--- config.mk ---
export PLATFORM = sky130hd
export DESIGN_NAME = uart_rx_arbiter_flat
export DESIGN_NICKNAME = d
export VERILOG_FILES = /design/src/rtl/uart_rx_arbiter_pkg.sv /design/src/rtl/uart_rx_arbiter_if.sv /design/src/rtl/uart_rx_arbiter_rr_pick.sv /design/src/rtl/uart_rx_arbiter.sv /design/src/flat_wrapper.sv
export SDC_FILE = /design/constraint.sdc
export NUM_CORES = 1
export LEC_CHECK = 0
export BUFFER_PORTS_ARGS = -buffer_cell sky130_fd_sc_hd__buf_2
export CELL_PAD_IN_SITES_DETAIL_PLACEMENT = 1
export CELL_PAD_IN_SITES_GLOBAL_PLACEMENT = 2
export CORE_MARGIN = 2
export CORE_UTILIZATION = 32
export CTS_BUF_LIST = sky130_fd_sc_hd__clkbuf_8
export DETAILED_ROUTE_END_ITERATION = 16
export PLACE_DENSITY_LB_ADDON = 0.1
export SETUP_SLACK_MARGIN = 0.1
export SYNTH_ARGS = -nofsm -noshare
export SYNTH_HDL_FRONTEND = slang
export SYNTH_SLANG_ARGS = --single-unit
export TNS_END_PERCENT = 1
--- constraint.sdc ---
create_clock -name clk -period 3.03 [get_ports clk]
set_input_delay 0.4545 -clock clk [delete_from_list [all_inputs] [get_ports clk]]
set_output_delay 0.4545 -clock clk [all_outputs]
set_load 0.01 [all_outputs]
--- src/rtl/uart_rx_arbiter_pkg.sv ---
// Shared types and constants for the UART receive-queue arbiter.
package uart_arb_pkg;

    typedef enum logic [1:0] {
        IDLE  = 2'd0,
        POP   = 2'd1,
        DONE  = 2'd2,
        FLUSH = 2'd3
    } arb_state_t;

    localparam int BAUD_W = 13;
    localparam int DATA_W = 8;
    localparam int CNT_W  = 8;

    localparam logic [BAUD_W-1:0] BAUD_DEFAULT = 13'd5208;

endpackage

--- src/rtl/uart_rx_arbiter_if.sv ---
// Core request/data handshake plus the UART receiver's queue port.
interface uart_rx_arbiter_if #(
    parameter int NUM_REQ = 4
) ();
    import uart_arb_pkg::*;

    logic [NUM_REQ-1:0] req;
    logic [NUM_REQ-1:0] rvalid;
    logic [DATA_W-1:0]  rdata;
    logic               queue_empty;
    logic [CNT_W-1:0]   num_entries;
    logic [DATA_W-1:0]  rx_data;
    logic               read_entry;

    modport master (
        output req, queue_empty, num_entries, rx_data,
        input  rvalid, rdata, read_entry
    );

    modport slave (
        input  req, queue_empty, num_entries, rx_data,
        output rvalid, rdata, read_entry
    );

endinterface

--- src/rtl/uart_rx_arbiter_rr_pick.sv ---
// Combinational round-robin picker: first set request at or after rr_ptr, wrapping.
module rr_pick #(
    parameter  int NUM_REQ = 4,
    localparam int PTR_W   = $clog2(NUM_REQ)
) (
    input  logic [NUM_REQ-1:0] req,
    input  logic [PTR_W-1:0]   rr_ptr,
    output logic               any,
    output logic [PTR_W-1:0]   win
);

    localparam logic [PTR_W:0] SUM_N = (PTR_W+1)'(NUM_REQ);

    logic [NUM_REQ-1:0] rot;
    logic [PTR_W:0]     sum;

    always_comb begin
        // rot[i] is the request at offset i from rr_ptr
        rot = NUM_REQ'({req, req} >> rr_ptr);
        any = 1'b0;
        sum = '0;
        win = '0;
        for (int i = 0; i < NUM_REQ; i++) begin
            if (!any && rot[i]) begin
                any = 1'b1;
                sum = {1'b0, rr_ptr} + (PTR_W+1)'(i);
            end
        end
        if (sum >= SUM_N) begin
            win = PTR_W'(sum - SUM_N);
        end else begin
            win = PTR_W'(sum);
        end
    end

endmodule

--- src/rtl/uart_rx_arbiter.sv ---
// Round-robin sharing of the UART receive queue between NUM_REQ cores,
// with baud reload register and queue flush.
//
// state | meaning
// IDLE  | wait for flush request or a request with data available
// POP   | read_entry high, head byte captured into rdata
// DONE  | rvalid pulse to the winner, advance round-robin pointer
// FLUSH | pop every cycle until queue_empty is seen
module uart_rx_arbiter #(
    parameter int                             NUM_REQ      = 4,
    parameter logic [uart_arb_pkg::BAUD_W-1:0] BAUD_DEFAULT = uart_arb_pkg::BAUD_DEFAULT
) (
    input  logic                             clk,
    input  logic                             rst_n,
    uart_rx_arbiter_if.slave                 bus,
    input  logic                             cfg_we,
    input  logic [uart_arb_pkg::BAUD_W-1:0]  cfg_wdata,
    input  logic                             flush,
    output logic                             busy,
    output logic [uart_arb_pkg::CNT_W-1:0]   rx_count,
    output logic [uart_arb_pkg::BAUD_W-1:0]  baud_reload
);
    import uart_arb_pkg::*;

    localparam int PTR_W = $clog2(NUM_REQ);

    arb_state_t         state;
    logic [PTR_W-1:0]   rr_ptr;
    logic [PTR_W-1:0]   win;
    logic [PTR_W-1:0]   pick_win;
    logic               pick_any;
    logic               flush_pend;
    logic [NUM_REQ-1:0] rvalid_q;
    logic [DATA_W-1:0]  rdata_q;

    rr_pick #(.NUM_REQ(NUM_REQ)) u_rr_pick (
        .req    (bus.req),
        .rr_ptr (rr_ptr),
        .any    (pick_any),
        .win    (pick_win)
    );

    always_ff @(posedge clk or negedge rst_n) begin
        if (!rst_n) begin
            state      <= IDLE;
            rr_ptr     <= '0;
            win        <= '0;
            flush_pend <= 1'b0;
            rvalid_q   <= '0;
            rdata_q    <= '0;
        end else begin
            rvalid_q <= '0;
            case (state)
                IDLE: begin
                    if (flush_pend) begin
                        state <= FLUSH;
                    end else if (pick_any && !bus.queue_empty) begin
                        win   <= pick_win;
                        state <= POP;
                    end
                end
                POP: begin
                    rdata_q  <= bus.rx_data;
                    rvalid_q <= {{(NUM_REQ-1){1'b0}}, 1'b1} << win;
                    state    <= DONE;
                end
                DONE: begin
                    rr_ptr <= (win == PTR_W'(NUM_REQ-1)) ? '0 : win + PTR_W'(1);
                    state  <= IDLE;
                end
                FLUSH: begin
                    if (bus.queue_empty) begin
                        state <= IDLE;
                    end
                end
                default: state <= IDLE;
            endcase
            // A new flush pulse wins over the clear so it is never lost
            if (flush) begin
                flush_pend <= 1'b1;
            end else if (state == FLUSH && bus.queue_empty) begin
                flush_pend <= 1'b0;
            end
        end
    end

    always_ff @(posedge clk or negedge rst_n) begin
        if (!rst_n) begin
            baud_reload <= BAUD_DEFAULT;
            rx_count    <= '0;
        end else begin
            if (cfg_we) begin
                baud_reload <= cfg_wdata;
            end
            rx_count <= bus.num_entries;
        end
    end

    assign busy           = (state != IDLE);
    assign bus.read_entry = !bus.queue_empty && (state == POP || state == FLUSH);
    assign bus.rvalid     = rvalid_q;
    assign bus.rdata      = rdata_q;

endmodule

--- src/flat_wrapper.sv ---
// flat-port wrapper written by rule: the top's interface ports become plain ports
module uart_rx_arbiter_flat import uart_arb_pkg::*;
#(
    parameter int                             NUM_REQ      = 4,
    parameter logic [uart_arb_pkg::BAUD_W-1:0] BAUD_DEFAULT = uart_arb_pkg::BAUD_DEFAULT
)
  (clk, rst_n, cfg_we, cfg_wdata, flush, busy, rx_count, baud_reload, bus_req, bus_queue_empty, bus_num_entries, bus_rx_data, bus_rvalid, bus_rdata, bus_read_entry);
  uart_rx_arbiter_if #(.NUM_REQ(NUM_REQ)) bus_i ();
  input  logic clk;
  input  logic rst_n;
  input  logic cfg_we;
  input  logic [uart_arb_pkg::BAUD_W-1:0] cfg_wdata;
  input  logic flush;
  output logic busy;
  output logic [uart_arb_pkg::CNT_W-1:0] rx_count;
  output logic [uart_arb_pkg::BAUD_W-1:0] baud_reload;
  input wire logic [$bits(bus_i.req)-1:0] bus_req;
  input wire logic [$bits(bus_i.queue_empty)-1:0] bus_queue_empty;
  input wire logic [$bits(bus_i.num_entries)-1:0] bus_num_entries;
  input wire logic [$bits(bus_i.rx_data)-1:0] bus_rx_data;
  output wire logic [$bits(bus_i.rvalid)-1:0] bus_rvalid;
  output wire logic [$bits(bus_i.rdata)-1:0] bus_rdata;
  output wire logic [$bits(bus_i.read_entry)-1:0] bus_read_entry;
  assign bus_i.req = bus_req;
  assign bus_i.queue_empty = bus_queue_empty;
  assign bus_i.num_entries = bus_num_entries;
  assign bus_i.rx_data = bus_rx_data;
  assign bus_rvalid = bus_i.rvalid;
  assign bus_rdata = bus_i.rdata;
  assign bus_read_entry = bus_i.read_entry;
  uart_rx_arbiter #(.NUM_REQ(NUM_REQ), .BAUD_DEFAULT(BAUD_DEFAULT)) u_core (.clk(clk), .rst_n(rst_n), .bus(bus_i), .cfg_we(cfg_we), .cfg_wdata(cfg_wdata), .flush(flush), .busy(busy), .rx_count(rx_count), .baud_reload(baud_reload));
endmodule
# [Word level (Yosys, flattened, before mapping)]
# Index checks and enable logic that the tools add are counted.
[op_classes] addsub=5 n_lt_le_gt_ge=1 eq_ne=6 n_shift=2 mux=17 bitwise=1 n_reduce_logical=16
[op_table] cell="2-to-1 mux 2 bit" n=6
[op_table] cell="2-to-1 mux 3 bit" n=3
[op_table] cell="one-hot mux 2 bit (4 select lines)" n=1
[op_table] cell=">> shifter 8 x 2 -> 4 bit" n=1
[op_table] cell="adder 2 x 2 -> 3 bit (second input constant)" n=2
[op_table] cell="equality test 2 bit (second input constant)" n=3
[op_table] cell="logical AND 1 bit" n=6
[op_table] cell="2-to-1 mux 1 bit" n=6
[op_table] cell="zero test 1 bit" n=4
[op_table] cell="2-to-1 mux 4 bit" n=1
[op_table] cell="nonzero test 2 bit" n=2
[op_table] cell="left shift 1 x 2 -> 4 bit (first input constant)" n=1
[op_table] cell="adder 2 x 1 -> 3 bit (second input constant)" n=1
[op_table] cell=">= comparator 3 bit (second input constant)" n=1
[op_table] cell="!= test 3 x 1 -> 1 bit (second input constant)" n=1
[op_table] cell="AND reduction 3 bit" n=1
[op_table] cell="adder 2 x 1 -> 2 bit (second input constant)" n=1
[op_table] cell="equality test 2 x 1 -> 1 bit (second input constant)" n=1
[op_table] cell="zero test 2 bit" n=1
[op_table] cell="!= test 2 bit (second input constant)" n=1
[op_table] cell="AND reduction 2 bit" n=1
[op_table] cell="subtractor 2 x 1 -> 2 bit (second input constant)" n=1
[op_table] cell="logical OR 1 bit" n=1
[op_table] cell="NOT 1 bit" n=1
[totals] reg_bits=40 input_bits=38 out_inout_bits=35 elab_cells=56

# [Depth between registers and ports, before layout]
[depth] depth_word=15 mapped_depth=4 depth_no_buf=4

# [Cells and area by module]
# From an unflattened synthesis, not the netlist that was laid out.
[hier_totals] hier_cells=103 area_unflattened_um2=1539.0
[by_module_without_submodules] module="uart_rx_arbiter" n_inst=1 cells_per_inst=91 area_each_um2=1465.2 seq_area_each_um2=1007.2
[by_module_without_submodules] module="rr_pick" n_inst=1 cells_per_inst=12 area_each_um2=73.8 seq_area_each_um2=0.0

# [Worst setup path after synthesis]
# OpenSTA, ideal clock, no wires.
[synth_timing] path_type="register to register" start="register u_core.state[1]" end="register u_core.rdata_q[0] (netlist: u_core.bus.rdata[0])" setup_ps=125 arrival_ps=1115 t_required_ps=2905 setup_slack_ps=1790 stages_incl_launch_ff=4 n_path_buf=1 period_less_slack_ps=1240 path_cell_list="dfrtp_1 -> nor2b_1 -> buf_4 -> mux2_2"
[synth_between] elab_chain_len=1
[synth_rtl] item="start: declaration" line="uart_rx_arbiter.sv:27" text="arb_state_t state;"
[synth_rtl] item="start signal: assignment" line="uart_rx_arbiter.sv:45" text="state <= IDLE;"
[synth_rtl] item="start signal: assignment" line="uart_rx_arbiter.sv:56" text="state <= FLUSH;"
[synth_rtl] item="start signal: assignment" line="uart_rx_arbiter.sv:59" text="state <= POP;"
[synth_rtl] item="equality test 2 x 1 -> 1 bit" line="uart_rx_arbiter.sv:53" text="case (state)"
[synth_rtl] item="end signal: assignment" line="uart_rx_arbiter.sv:63" text="rdata_q <= bus.rx_data;"
[synth_rtl] item="end: declaration" line="uart_rx_arbiter.sv:34" text="logic [DATA_W-1:0] rdata_q;"
# No other way between the ends.
# A chain may end at the register's enable or synchronous reset.

# [Final worst setup path]
[layout_timing] start="register u_core.state[1]" end="register u_core.rdata_q[2] (netlist: u_core.bus.rdata[2])"
# The elaborated chain is that of the path after synthesis.

==> impl_metrics.tcl <==
set metrics [dict create \
    yosys-top-cells-count "dfrtp_1 (35), mux2_2 (22), dfstp_2 (5)" \
    drc 0 \
    period_needed_ns 1.72 \
    final_layout_size_suffix_gt1_share_pct 60.7 \
    clock-sinks 40 \
    io_buffers 72 \
    fin_util_pct 44.1 \
    r2r_cells 2 \
    cp_max_fo 12 \
    cp.required_ns 3.20 \
    syn_area_um2 1530 \
    crit_buf_inv 0 \
    yosysTopAreaCellShare_pct 57.1 \
    fin_tns_setup_ns 0 \
    routed_wirelength_mm 3.35 \
    max_freq_mhz 581 \
    cp-start-kind "register" \
    path_depth 2 \
    cts_buffers 5 \
    ys_top_cells_by_area "dfrtp_1 (57%), mux2_2 (16%), dfstp_2 (8.6%)" \
    holdCritPathClass "in -> reg" \
    drv_cap 0 \
    avgSynthCellArea_um2 14.6 \
    post_cts_buffers 0 \
    ctsResizeCount 0 \
    tightest_slew_ns 0.926 \
    antenna_cells 0 \
    root_buffer "clkbuf_8" \
    cts_tree "built" \
    post_drt_wl_per_cell_um 14.1 \
    clock_latency_ns 0.29 \
    cp_top_family "simple AND/OR/NAND/NOR gates" \
    row_count 25 \
    crit_chain "nor2b_1, mux2_2" \
    cts_buffer_depth 2 \
    hold_viol 0 \
    clkTransAtPathRegs_ns 0.08 \
    status "finished, final reports clean" \
    drtAntennaViolNets 0 \
    synth_edf_count 0 \
    dp_hpwl_mm 2.57 \
    die_w_um 73.2 \
    slew_headroom_pct 38.2 \
    gr-total-overflow 0 \
    ir_drop_mv 0.247 \
    worst_slack_ns 1.31 \
    rrSetupSlack_ns 1.31 \
    num_io_pins 73 \
    final_nets 224 \
    rsz0062_at_grt "no" \
    slowest_delay_ns 0.74 \
    drv_slew 0 \
    synth_warnings 0 \
    ys_ff_latch 40 \
    seq_area_frac_synth_pct 65.7 \
    synthFlopType "dfrtp_1" \
    cellLeakagePower_uw 0.00103 \
    die_h_um 73.2 \
    htreeDepth 2 \
    grt_start_max_net_pins 41 \
    antenna_found_initial 0 \
    cts_hold_buffers 0 \
    drt_iter0_drc 49 \
    clock_skew_ns 0.00518 \
    synth_nets 147 \
    grt_pass1_vias 1129 \
    place_ws_ns 1.27 \
    setup_violations 0 \
    track_usage_pct 12.9 \
    dr.pass1.iters 4 \
    vias 1074 \
    critPathKind "reg -> reg" \
    avgViaCountPerCell 4.53 \
    yosysMostFrequentCell "dfrtp_1" \
    synthCells 105 \
    die_area_um2 5360 \
    core_area_um2 4660 \
    grt_pass1_wl_mm 5.19 \
    endpoint_kind "register" \
    p_per_area_nw_per_um2 785 \
    syn2layout_area_growth_pct 34.1 \
    worstPathArrival_ns 1.89 \
    slowest_stage "nor2b_1" \
    initial_utilization_pct 32.9 \
    synth.largest_area_cell "dfrtp_1" \
    ys_types 27 \
    whs_path_depth 1 \
    gp_congestion 0.677 \
    finalCritPeriodShare_pct 56.8 \
    async_flop_share_pct 100 \
]
## worst register-to-register path, cell delays in order (launching register included)
cell and delay (ns):
dfrtp_1 0.44, nor2b_1 0.74, mux2_2 0.42
## power by group
part           internal, uW  switching [uW]  total (uW)
Sequential              666            84.4         750
Combinational           229             215         444
Clock                   241             179         420
Total                  1140             479        1610
## sequential cells by signal (all words and copies together) (netlist names)
signal              count
u_core.baud_reload     13
u_core.bus.rdata        8
u_core.bus.rvalid       4
u_core.flush_pend       1
u_core.rr_ptr           2
u_core.rx_count         8
u_core.state            2
u_core.win              2
## layout make-up
| class | count | area, um2 |
|---|---|---|
| Timing Repair Buffer | 72 | 360 |
| Tap cell | 54 | 67.6 |
| Multi-Input combinational cell | 59 | 498 |
| Clock inverter | 3 | 38.8 |
| Sequential cell | 40 | 1010 |
| Fill cell | 533 | 2610 |
| Inverter | 4 | 15.0 |
| Clock buffer | 5 | 68.8 |
## cells by family after synthesis
logic type | share of synthesized area [%]
adder cells (fa/ha/maj) | 3.27
buffers and inverters | 1.80
AND/OR/NAND/NOR | 8.16
multiplexers | 16.2
AO/OA/AOI/OAI | 4.90
flip-flops | 65.7
## placed cells by master (no fill, tap or decap), types with 2 or more instances in the layout
master,netlist,final
dfstp_2,5,5
o22ai_1,2,2
ha_1,4,4
nand2_1,4,4
and2_1,4,4
o21ai_1,2,2
buf_2,1,72
nor2_1,4,4
clkbuf_8,0,5
inv_1,4,5
dfrtp_1,35,35
nor2b_1,3,3
mux2_2,22,22
## per-layer routing
metal | part of all wire [%] | track usage [%] | wire length [um] | vias to the layer above
met5 | 0 | 0 | 0 | -
met4 | 1.4 | 4.94 | 48 | 0
met3 | 8.6 | 5.11 | 289 | 6
met2 | 48 | 20.7 | 1610 | 49
met1 | 42 | 15.6 | 1400 | 509
li1 | - | - | - | 510
## per-stage QoR
step           hold WS (ns)  area, um2  std cells  total power [uW]
2_1_floorplan         0.159       1530        105              1020
3_3_place_gp          0.484       1950        229              1190
3_5_place_dp          0.491       1950        229              1220
4_1_cts               0.259       2060        237              1650
5_1_grt               0.252       2060        237              1730
6_report              0.268       2060        237              1610
## path summary, 6_finish.rpt
kind | from | to
setup / recovery | u_core.state[1] | u_core.bus.rdata[2]
hold / removal | bus_num_entries[6] | u_core.rx_count[6]
setup reg to reg | u_core.state[1] | u_core.bus.rdata[2]
hold reg to reg | u_core.bus.rdata[6] | u_core.bus.rdata[6]
max in group asynchronous | rst_n | u_core.baud_reload[11]
min in group asynchronous | rst_n | u_core.rx_count[2]
Power figures use the tool's default switching activity.
